File: config.mk
export PLATFORM = sky130hd
export DESIGN_NAME = xps2_ctrl
export DESIGN_NICKNAME = d
export VERILOG_FILES = /design/src/rtl/xps2_ctrl_pkg.sv /design/src/rtl/xps2_fifo.sv /design/src/rtl/xps2_ctrl.sv
export SDC_FILE = /design/constraint.sdc
export NUM_CORES = 1
export LEC_CHECK = 0
export CORE_ASPECT_RATIO = 1.2
export CORE_MARGIN = 3
export CORE_UTILIZATION = 28
export DETAILED_ROUTE_END_ITERATION = 6
export PLACE_DENSITY_LB_ADDON = 0.15
export REMOVE_ABC_BUFFERS = 1
export SLEW_MARGIN = 10
export SYNTH_ARGS = -nofsm -noshare
export SYNTH_HDL_FRONTEND = slang
export SYNTH_SLANG_ARGS = --single-unit
export TNS_END_PERCENT = 1
File: constraint.sdc
create_clock -name clk -period 7.34 [get_ports clk]
set_input_delay 1.468 -clock clk [delete_from_list [all_inputs] [get_ports clk]]
set_output_delay 1.468 -clock clk [all_outputs]
set_load 0.1 [all_outputs]
File: src/rtl/xps2_ctrl_pkg.sv
// Shared constants and types for the PS/2 keyboard receive controller.
// Register bit positions mirror the firmware header so software and RTL stay in step.
package xps2_ctrl_pkg;

    localparam int unsigned DATA_W        = 32;
    localparam logic [7:0]  PS2_EXT_CODE  = 8'hE0;
    localparam logic [7:0]  PS2_BRK_CODE  = 8'hF0;
    localparam logic        PS2_DATA_ADDR = 1'b0;
    localparam logic        PS2_STAT_ADDR = 1'b1;
    localparam int unsigned PS2_VALID_BIT = 10;

    typedef enum logic [1:0] {StIdle, StRecv, StCheck, StPush} ps2_state_e;

    // Packed so that ext lands on bit 9 and brk on bit 8 of a DATA read.
    typedef struct packed {
        logic       ext;
        logic       brk;
        logic [7:0] code;
    } ps2_key_t;

    function automatic logic frame_ok(input logic [7:0] code, input logic par,
                                      input logic stop, input logic chk_par);
        return stop && (!chk_par || (^{code, par}));
    endfunction

endpackage

File: src/rtl/xps2_fifo.sv
// Key FIFO for the PS/2 controller: synchronous, pop is applied before push when both
// occur in one cycle, so a push at full alongside a pop is accepted.
module xps2_fifo
    import xps2_ctrl_pkg::*;
#(
    parameter int unsigned DEPTH = 8
) (
    input  logic                     clk,
    input  logic                     rst,
    input  logic                     push,
    input  logic                     pop,
    input  ps2_key_t                 wdata,
    output ps2_key_t                 rdata,
    output logic                     empty,
    output logic [$clog2(DEPTH):0]   level,
    output logic [$clog2(DEPTH):0]   level_nxt,
    output logic                     dropped
);

    localparam int unsigned AW = $clog2(DEPTH);

    ps2_key_t        mem_q [DEPTH];
    ps2_key_t        mem_d [DEPTH];
    logic [AW-1:0]   wptr_q, wptr_d;
    logic [AW-1:0]   rptr_q, rptr_d;
    logic [AW:0]     level_q, level_d;
    logic            do_pop, do_push;

    always_comb begin
        do_pop  = pop && (level_q != '0);
        do_push = push && ((level_q != (AW+1)'(DEPTH)) || do_pop);
        mem_d   = mem_q;
        wptr_d  = wptr_q;
        rptr_d  = rptr_q;
        level_d = level_q;
        if (do_pop) begin
            rptr_d = rptr_q + 1'b1;
        end
        if (do_push) begin
            mem_d[wptr_q] = wdata;
            wptr_d        = wptr_q + 1'b1;
        end
        case ({do_push, do_pop})
            2'b10:   level_d = level_q + 1'b1;
            2'b01:   level_d = level_q - 1'b1;
            default: level_d = level_q;
        endcase
    end

    always_ff @(posedge clk) begin
        if (rst) begin
            mem_q   <= '{default: '0};
            wptr_q  <= '0;
            rptr_q  <= '0;
            level_q <= '0;
        end else begin
            mem_q   <= mem_d;
            wptr_q  <= wptr_d;
            rptr_q  <= rptr_d;
            level_q <= level_d;
        end
    end

    assign rdata     = mem_q[rptr_q];
    assign empty     = (level_q == '0);
    assign level     = level_q;
    assign level_nxt = level_d;
    assign dropped   = push && !do_push;

endmodule

File: src/rtl/xps2_ctrl.sv
// PS/2 keyboard receiver: pin synchronisers, clock glitch filter, frame FSM with
// E0/F0 prefix folding, key FIFO and the DATA/STATUS register read port.
module xps2_ctrl
    import xps2_ctrl_pkg::*;
#(
    parameter int unsigned FIFO_DEPTH  = 8,
    parameter int unsigned FILT_CYC    = 8,
    parameter int unsigned TIMEOUT_CYC = 4096,
    parameter bit          CHK_PARITY  = 1'b1
) (
    input  logic              clk,
    input  logic              rst,
    input  logic              ps2_clk,
    input  logic              ps2_data,
    input  logic              sel,
    input  logic              rd,
    input  logic              addr,
    output logic [DATA_W-1:0] data_out,
    output logic              key_irq
);

    localparam int unsigned L   = $clog2(FIFO_DEPTH);
    localparam int unsigned FCW = $clog2(FILT_CYC + 1);
    localparam int unsigned TCW = $clog2(TIMEOUT_CYC + 1);

    logic [1:0]        pclk_sync_q, pclk_sync_d, pdat_sync_q, pdat_sync_d;
    logic              filt_q, filt_d;
    logic [FCW-1:0]    filt_cnt_q, filt_cnt_d;
    logic              fall, pdat;
    ps2_state_e        state_q, state_d;
    logic [3:0]        bitcnt_q, bitcnt_d;
    logic [9:0]        shreg_q, shreg_d;
    logic [TCW-1:0]    tmo_q, tmo_d;
    logic              ext_q, ext_d, brk_q, brk_d;
    logic              ferr_q, ferr_d, ovf_q, ovf_d, ferr_set;
    logic [DATA_W-1:0] dout_q, dout_d;
    logic              irq_q, irq_d;
    logic              push, pop;
    ps2_key_t          fifo_wdata, fifo_rdata;
    logic              fifo_empty, fifo_dropped;
    logic [L:0]        level, level_nxt;

    // Synchronisers and filter: the filtered clock only follows after FILT_CYC
    // consecutive samples disagreeing with it.
    always_comb begin
        pclk_sync_d = {pclk_sync_q[0], ps2_clk};
        pdat_sync_d = {pdat_sync_q[0], ps2_data};
        pdat        = pdat_sync_q[1];
        filt_d      = filt_q;
        filt_cnt_d  = '0;
        fall        = 1'b0;
        if (pclk_sync_q[1] != filt_q) begin
            if (filt_cnt_q == FCW'(FILT_CYC - 1)) begin
                filt_d = ~filt_q;
                fall   = filt_q;
            end else begin
                filt_cnt_d = filt_cnt_q + 1'b1;
            end
        end
    end

    always_comb begin
        state_d    = state_q;
        bitcnt_d   = bitcnt_q;
        shreg_d    = shreg_q;
        tmo_d      = tmo_q;
        ext_d      = ext_q;
        brk_d      = brk_q;
        ferr_set   = 1'b0;
        push       = 1'b0;
        fifo_wdata = '{ext: ext_q, brk: brk_q, code: shreg_q[7:0]};
        unique case (state_q)
            StIdle: begin
                if (fall && !pdat) begin
                    state_d  = StRecv;
                    bitcnt_d = 4'd1;
                    tmo_d    = '0;
                end
            end
            StRecv: begin
                if (fall) begin
                    shreg_d  = {pdat, shreg_q[9:1]};
                    bitcnt_d = bitcnt_q + 4'd1;
                    tmo_d    = '0;
                    if (bitcnt_q == 4'd10) begin
                        state_d = StCheck;
                    end
                end else if (tmo_q == TCW'(TIMEOUT_CYC - 1)) begin
                    ferr_set = 1'b1;
                    state_d  = StIdle;
                end else begin
                    tmo_d = tmo_q + 1'b1;
                end
            end
            StCheck: begin
                state_d = StIdle;
                if (!frame_ok(shreg_q[7:0], shreg_q[8], shreg_q[9], CHK_PARITY)) begin
                    ferr_set = 1'b1;
                    ext_d    = 1'b0;
                    brk_d    = 1'b0;
                end else if (shreg_q[7:0] == PS2_EXT_CODE) begin
                    ext_d = 1'b1;
                end else if (shreg_q[7:0] == PS2_BRK_CODE) begin
                    brk_d = 1'b1;
                end else begin
                    state_d = StPush;
                end
            end
            StPush: begin
                push    = 1'b1;
                ext_d   = 1'b0;
                brk_d   = 1'b0;
                state_d = StIdle;
            end
            default: state_d = StIdle;
        endcase
    end

    // Register port; status flags are sampled before the clear, and a same-cycle set wins.
    always_comb begin
        pop    = 1'b0;
        dout_d = dout_q;
        ovf_d  = ovf_q;
        ferr_d = ferr_q;
        if (sel && rd) begin
            dout_d = '0;
            if (addr == PS2_DATA_ADDR) begin
                if (!fifo_empty) begin
                    pop                   = 1'b1;
                    dout_d[PS2_VALID_BIT] = 1'b1;
                    dout_d[9:0]           = fifo_rdata;
                end
            end else if (addr == PS2_STAT_ADDR) begin
                dout_d[L:0]   = level;
                dout_d[L+1]   = ferr_q;
                dout_d[L+2]   = ovf_q;
                ovf_d         = 1'b0;
                ferr_d        = 1'b0;
            end
        end
        if (ferr_set) begin
            ferr_d = 1'b1;
        end
        if (fifo_dropped) begin
            ovf_d = 1'b1;
        end
        irq_d = (level_nxt != '0);
    end

    always_ff @(posedge clk) begin
        if (rst) begin
            pclk_sync_q <= 2'b11;
            pdat_sync_q <= 2'b11;
            filt_q      <= 1'b1;
            filt_cnt_q  <= '0;
            state_q     <= StIdle;
            bitcnt_q    <= '0;
            shreg_q     <= '0;
            tmo_q       <= '0;
            ext_q       <= 1'b0;
            brk_q       <= 1'b0;
            ferr_q      <= 1'b0;
            ovf_q       <= 1'b0;
            dout_q      <= '0;
            irq_q       <= 1'b0;
        end else begin
            pclk_sync_q <= pclk_sync_d;
            pdat_sync_q <= pdat_sync_d;
            filt_q      <= filt_d;
            filt_cnt_q  <= filt_cnt_d;
            state_q     <= state_d;
            bitcnt_q    <= bitcnt_d;
            shreg_q     <= shreg_d;
            tmo_q       <= tmo_d;
            ext_q       <= ext_d;
            brk_q       <= brk_d;
            ferr_q      <= ferr_d;
            ovf_q       <= ovf_d;
            dout_q      <= dout_d;
            irq_q       <= irq_d;
        end
    end

    xps2_fifo #(
        .DEPTH(FIFO_DEPTH)
    ) u_fifo (
        .clk      (clk),
        .rst      (rst),
        .push     (push),
        .pop      (pop),
        .wdata    (fifo_wdata),
        .rdata    (fifo_rdata),
        .empty    (fifo_empty),
        .level    (level),
        .level_nxt(level_nxt),
        .dropped  (fifo_dropped)
    );

    assign data_out = dout_q;
    assign key_irq  = irq_q;

endmodule

* Word-level counts from Yosys, hierarchy flattened
Index checks and enable logic that the tools add are counted.
** Word-level totals
- Bits in registers :: 144
- Latch bits :: 0
- RAM bits :: 0
- Bits in read-only memories :: 0
- Output and inout bits :: 33
- Memories kept :: 0
** Cells by class
- Add/subtract/negate cells :: 7
- $mul :: 0
- Div/mod/pow operators :: 0
- $lt $le $gt $ge :: 3
- Equality and inequality tests :: 20
- Shifts and indexed selects :: 0
- Mux-type cells :: 46
- Bitwise logic cells :: 4
- Reductions and logical operators :: 31
** Operator list (number)
- bitwise mux 80 bit :: 1
- two-way mux 13 bit :: 3
- binary-select mux 10 bit (select 3 bit) :: 1
- demux 10 bit (select 3 bit) :: 1
- two-way mux 10 bit :: 3
- case mux 13 bit (2 select lines) :: 1
- two-way mux 1 bit :: 18
- inequality test 3 bit, second input constant :: 6
- equality test 8 bit, second input constant :: 2
- case mux 4 bit (2 select lines) :: 2
- two-way mux 2 bit :: 7
- adder 13 x 1 -> 13 bit, second input constant :: 1
- equality test 13 x 12 -> 1 bit, second input constant :: 1
- adder 4 x 1 -> 4 bit, second input constant :: 3
- AND reduction 3 bit :: 4
- nonzero test 2 bit :: 6
- two-way mux 11 bit :: 1
- AND reduction 2 bit :: 5
- XOR reduction 9 bit :: 1
- greater-or-equal comparator 4 bit, second input constant :: 2
- two-way mux 4 bit :: 2
- inverter 3 -> 4 bit :: 2
- case mux 2 bit (4 select lines) :: 1
- nonzero test 4 bit :: 2
- other kinds (20) :: 35

* Longest topological paths before layout
- Depth in word-level cells :: 11
- Depth in mapped cells :: 12
- Gate-level depth less buffers :: 11

* Cells and area by module
Synthesis repeated with hierarchy kept, for this count alone.
** Second synthesis, totals
- Cells, all modules :: 690
- Area total of the unflattened synthesis :: 6817.8 sq um
** Modules (own cells, without submodules)
- xps2_fifo :: times used 1, cells each 385, area an instance 4151.5 sq um, seq. area each 1801.7 sq um
- xps2_ctrl :: times used 1, cells each 305, area an instance 2666.3 sq um, seq. area each 1081.0 sq um

* Worst setup path after synthesis
OpenSTA, ideal clock, no wires.
- Path type :: input to register
- From :: in addr
- To :: reg irq_q (netlist: key_irq)
- Setup time :: 134 ps
- Data arrival time :: 3735 ps
- Required time :: 7206 ps
- Setup slack :: 3471 ps
- Cell stages on the path :: 12
- Buffers on the path :: 2
- Path through :: buf_2 nand3b_4 nor2_1 buf_2 ha_1 xor2_1 ha_1 a21oi_1 xor2_1 or3_1 a21oi_1 or4_1
** Between the ends
- Word-level cells in the longest chain between the ends :: 8
- Elaborated cells between the ends (all ways) :: 9
- Those cells by class :: eq/ne: 2; mux: 3; reduce/logical: 4
** Ends and longest elaborated chain
- start: declaration :: RTL line xps2_ctrl.sv:17 : input logic addr,
- two-way mux 1 bit (*) :: RTL line xps2_ctrl.sv:127 : if (addr == PS2_DATA_ADDR) begin
- two-way mux 1 bit (*) :: RTL line xps2_ctrl.sv:125 : if (sel && rd) begin
- logical AND 1 bit (*) :: RTL line xps2_fifo.sv:30 : do_pop = pop && (level_q != '0);
- net u_fifo.do_pop :: RTL line xps2_fifo.sv:27 : logic do_pop, do_push;
- logical OR 1 bit :: RTL line xps2_fifo.sv:31 : do_push = push && ((level_q != (AW+1)'(DEPTH)) || do_pop);
- logical AND 1 bit :: RTL line xps2_fifo.sv:31
- equality test 2 x 1 -> 1 bit / equality test 2 bit (equally long branches) :: RTL line xps2_fifo.sv:43 : case ({do_push, do_pop})
- case mux 4 bit (2 select lines) (*) :: RTL line xps2_fifo.sv:43
- nonzero test 4 bit (*) :: RTL line xps2_ctrl.sv:147 : irq_d = (level_nxt != '0);
- end signal: assignment :: RTL line xps2_ctrl.sv:180 : irq_q <= irq_d;
- end: declaration :: RTL line xps2_ctrl.sv:37 : logic irq_q, irq_d;
The timed path passes the listed nets; every way through them passes the cells marked *.
A chain may end at the register's enable or synchronous reset.

* Final worst setup path
- From :: in addr
- To :: reg irq_q (netlist: key_irq)
** Between the ends
- Word-level cells in the longest chain between the ends :: 8
- Elaborated cells between the ends (all ways) :: 9
- Those cells by class :: eq/ne: 2; mux: 3; reduce/logical: 4
** Ends and longest elaborated chain (RTL line)
- two-way mux 1 bit (*) :: xps2_ctrl.sv:127
- two-way mux 1 bit (*) :: xps2_ctrl.sv:125
- logical AND 1 bit (*) :: xps2_fifo.sv:30
- logical OR 1 bit :: xps2_fifo.sv:31
- logical AND 1 bit :: xps2_fifo.sv:31
- equality test 2 x 1 -> 1 bit / equality test 2 bit (equally long branches) :: xps2_fifo.sv:43
- case mux 4 bit (2 select lines) (*) :: xps2_fifo.sv:43
- nonzero test 4 bit (*) :: xps2_ctrl.sv:147
Every way passes the cells marked *; elsewhere a longest branch is shown, timed or not.

==> flow_summary.json <==
{
  "clkTransAtPathRegs_ns": 0.06,
  "yosysWarnings": 0,
  "drc": 0,
  "worstPathArrival_ns": 4.37,
  "p_int_w": 0.001256,
  "cts-root-buf": "clkbuf_16",
  "die_w_um": 147.3,
  "skew_ns": 0.009090,
  "pwr-share-comb": 0.048,
  "final_area_um2": 7559,
  "grt_pass1_vias": 4612,
  "antenna_found_initial": 0,
  "numCtsBuffers": 17,
  "cts_resized": 0,
  "synth_area_leader_cell": "dfxtp_1",
  "ys_top_cells_by_count": "nor2_1, dfxtp_1, mux2i_1",
  "synth_most_common_cell": "nor2_1",
  "clockPowerShare": 0.483,
  "cts_sinks": 144,
  "finalHoldViolations": 0,
  "synthMuxAreaShare": 0.2174,
  "clock_latency_ns": 0.42,
  "seq_area_frac_synth": 0.4299,
  "status": "complete, no violations",
  "core_region_area_um2": 23350,
  "period_needed_ns": 4.078,
  "synth_area_per_cell_um2": 9.978,
  "cpPeakStageDelay_ns": 0.54,
  "io-pin-count": 40,
  "peakVddDrop_v": 0.0001598,
  "synthSimpleGateAreaFrac": 0.1627,
  "num_vias": 4566,
  "rr_startpoint": "state_q[1]$_SDFFE_PP0P_",
  "cts_tree": "built",
  "grt_remaining_overflow": 0,
  "vias_per_cell": 4.580,
  "seq_power_share": 0.469,
  "synth_top_family_by_area": "multiplexers",
  "initial_utilization": 0.2871,
  "dp.final_hpwl_um": 10400,
  "setup-tns-final_ns": 0,
  "hp-class": "reg -> reg",
  "hold_path_depth": 1,
  "cap_violations": 0,
  "worstReg2RegEnd": "key_irq$_SDFF_PP0_",
  "swShare": 0.2487,
  "nFillCells": 2418,
  "cts_setup_buffers": 0,
  "p_switching_w": 0.0004158,
  "setup_violations": 0,
  "dieArea_um2": 25850,
  "clock_path_buffers": 2,
  "syn-instance-count": 672,
  "synthArstFlopShare": 0,
  "leakagePower_nw": 3.095,
  "max_freq_mhz": 245.2,
  "drive_above_1_share": 0.1246,
  "cp_data_required_time_ns": 7.64,
  "hold_start": "pdat_sync_q[0]$_SDFF_PP1_",
  "area_delta_synth_final_pct": 12.73,
  "fin_nets": 689,
  "crit_slowest_cell": "clkdlybuf4s50_1",
  "portBuffers": 18,
  "rsz0062_at_grt": "no",
  "synth_compound_area_frac": 0.05617,
  "first_iter_violations": 164,
  "reg2reg_depth": 11,
  "firstDrtPassIters": 4,
  "rrSetupSlack_ns": 4.32,
  "utilization": 0.3236,
  "detail_route.wirelength_um": 15850,
  "synthXorXnorAreaFrac": 0.04217,
  "syn-cell-area_um2": 6705,
  "path_max_fanout": 8,
  "rows": 61,
  "slew_headroom": 0.2996,
  "critical_path.cell_chain": "clkdlybuf4s50_1 -> nand3b_4 -> a21boi_4 -> inv_4 -> ha_1 -> xor2_1 -> ha_1 -> a21oi_1 -> xor2_1 -> or3_1 -> a21oi_1 -> or4_1",
  "synth_fa_ha_area_frac": 0.02426,
  "ys_ff_latch": 144,
  "antenna_cells": 0,
  "synth_top_area_share": 0.4299,
  "powerDensity_nw_per_um2": 221.2,
  "setup.worst_path.end_class": "register",
  "gp_congestion": 0.7178,
  "grt_max_degree": 75,
  "cp-start-kind": "primary input",
  "worstMarginPinSlew_ns": 1.048,
  "place_area_um2": 7009,
  "grt_first_pass_wirelength_um": 25200,
  "grt_util_all_layers": 0.1252,
  "h-tree-depth": 4,
  "cts_hold_buf": 0,
  "wire_per_inst_um": 15.90,
  "hold_ws_ns": 0.4100,
  "min_to": "pdat_sync_q[1]$_SDFF_PP1_",
  "path_class": "in -> reg",
  "synthDistinctLibCells": 59,
  "fin_crit_sh": 0.5556,
  "antenna_left": 0,
  "synth-edff-count": 0,
  "finalMaxSlewViolations": 0,
  "synth_area_leaders": "dfxtp_1, mux2i_1, nor2_1",
  "synth_ff_type": "dfxtp_1",
  "die_height_um": 175.5
}
metal layers:
metal / vias to the layer above / global-route usage / part of all wire
met2: 68 / 0.2262 / 0.52
met1: 2221 / 0.1459 / 0.43
met5: - / 0 / 0
li1: 2255 / - / -
met3: 22 / 0.02684 / 0.024
met4: 0 / 0.04468 / 0.022
sequential cells by signal, indices dropped and copies added (netlist names), 2 cells and up:
name and cells:
bitcnt_q 4, data_out 11, filt_cnt_q 4, pclk_sync_q 2, pdat_sync_q 2, shreg_q 10, state_q 2, tmo_q 13
u_fifo.level 4, u_fifo.mem_q 80, u_fifo.rptr_q 3, u_fifo.wptr_q 3
stage by stage:
| stage | setup slack (ns) | total power (W) | instances |
|---|---|---|---|
| 2_1_floorplan | 3.399 | 0.0008613 | 626 |
| 3_3_place_gp | 2.937 | 0.0008807 | 965 |
| 3_5_place_dp | 2.832 | 0.0008818 | 965 |
| 4_1_cts | 3.277 | 0.001699 | 997 |
| 5_1_grt | 3.027 | 0.001736 | 997 |
| 6_report | 3.262 | 0.001672 | 997 |
power by group through the flow:
stage          sequential, W  clock, W  combinational (W)
6_report            0.000785  0.000808          0.0000795
3_5_place_dp        0.000802         0          0.0000798
3_3_place_gp        0.000802         0          0.0000788
2_1_floorplan       0.000802         0          0.0000598
5_1_grt             0.000784  0.000868          0.0000838
4_1_cts             0.000784  0.000835          0.0000800
placed cells by master, fill, tap and decap left out, types with 5 or more instances in the layout:
cell type and n:
a22oi_1 6, xor2_1 14, o21ai_0 7, conb_1 21, mux4_2 20, nor2_1 149
nand2_1 27, nand2b_1 5, dfxtp_1 144, clkdlybuf4s50_1 17, or2_2 5, a221oi_1 6
a21oi_1 18, mux2_2 10, nand3_1 11, ha_1 13, inv_1 13, clkbuf_16 17
clkinv_2 5, buf_4 7, xnor2_1 13, mux2i_1 88
worst max-delay path, delay by kind of cell:
kind	cells	cell delay, ns
and+or+nand+nor	3	0.90
AOI/OAI and AO/OA	3	0.51
xor gates and xnor gates	2	0.39
adders and majority gates	2	0.46
buffers and inverters	2	0.64
cell families (layout without fill, tap and decap cells):
kind of cell             count (synthesis)  in the layout
AO/OA/AOI/OAI                           55             55
XOR/XNOR                                29             29
adder cells (fa/ha/maj)                 13             13
buffers and inverters                   80             70
flip-flops                             144            144
multiplexers                           119            119
other                                    1             21
AND/OR/NAND/NOR                        231            231
final cells by class:
type                    count  area [µm²]  area share
multi-input cells         468        3455      0.4570
repair buffers             24       222.7     0.02947
flip-flops and latches    144        2883      0.3814
clock inverters            14       120.1     0.01589
well taps                 315       394.1     0.05214
inverters                  14       55.05    0.007284
clock buffers              18       429.2     0.05678
worst max-delay path by stage:
stage / start / to / slack (ns) / cells past startpoint
2_1_floorplan: addr / key_irq$_SDFF_PP0_ / 3.40 / 10
3_3_place_gp: addr / key_irq$_SDFF_PP0_ / 2.94 / 12
3_5_place_dp: addr / key_irq$_SDFF_PP0_ / 2.83 / 12
4_1_cts: addr / key_irq$_SDFF_PP0_ / 3.28 / 12
5_1_grt: addr / key_irq$_SDFF_PP0_ / 3.03 / 12
6_report: addr / key_irq$_SDFF_PP0_ / 3.26 / 12
Power figures use the tool's default switching activity.
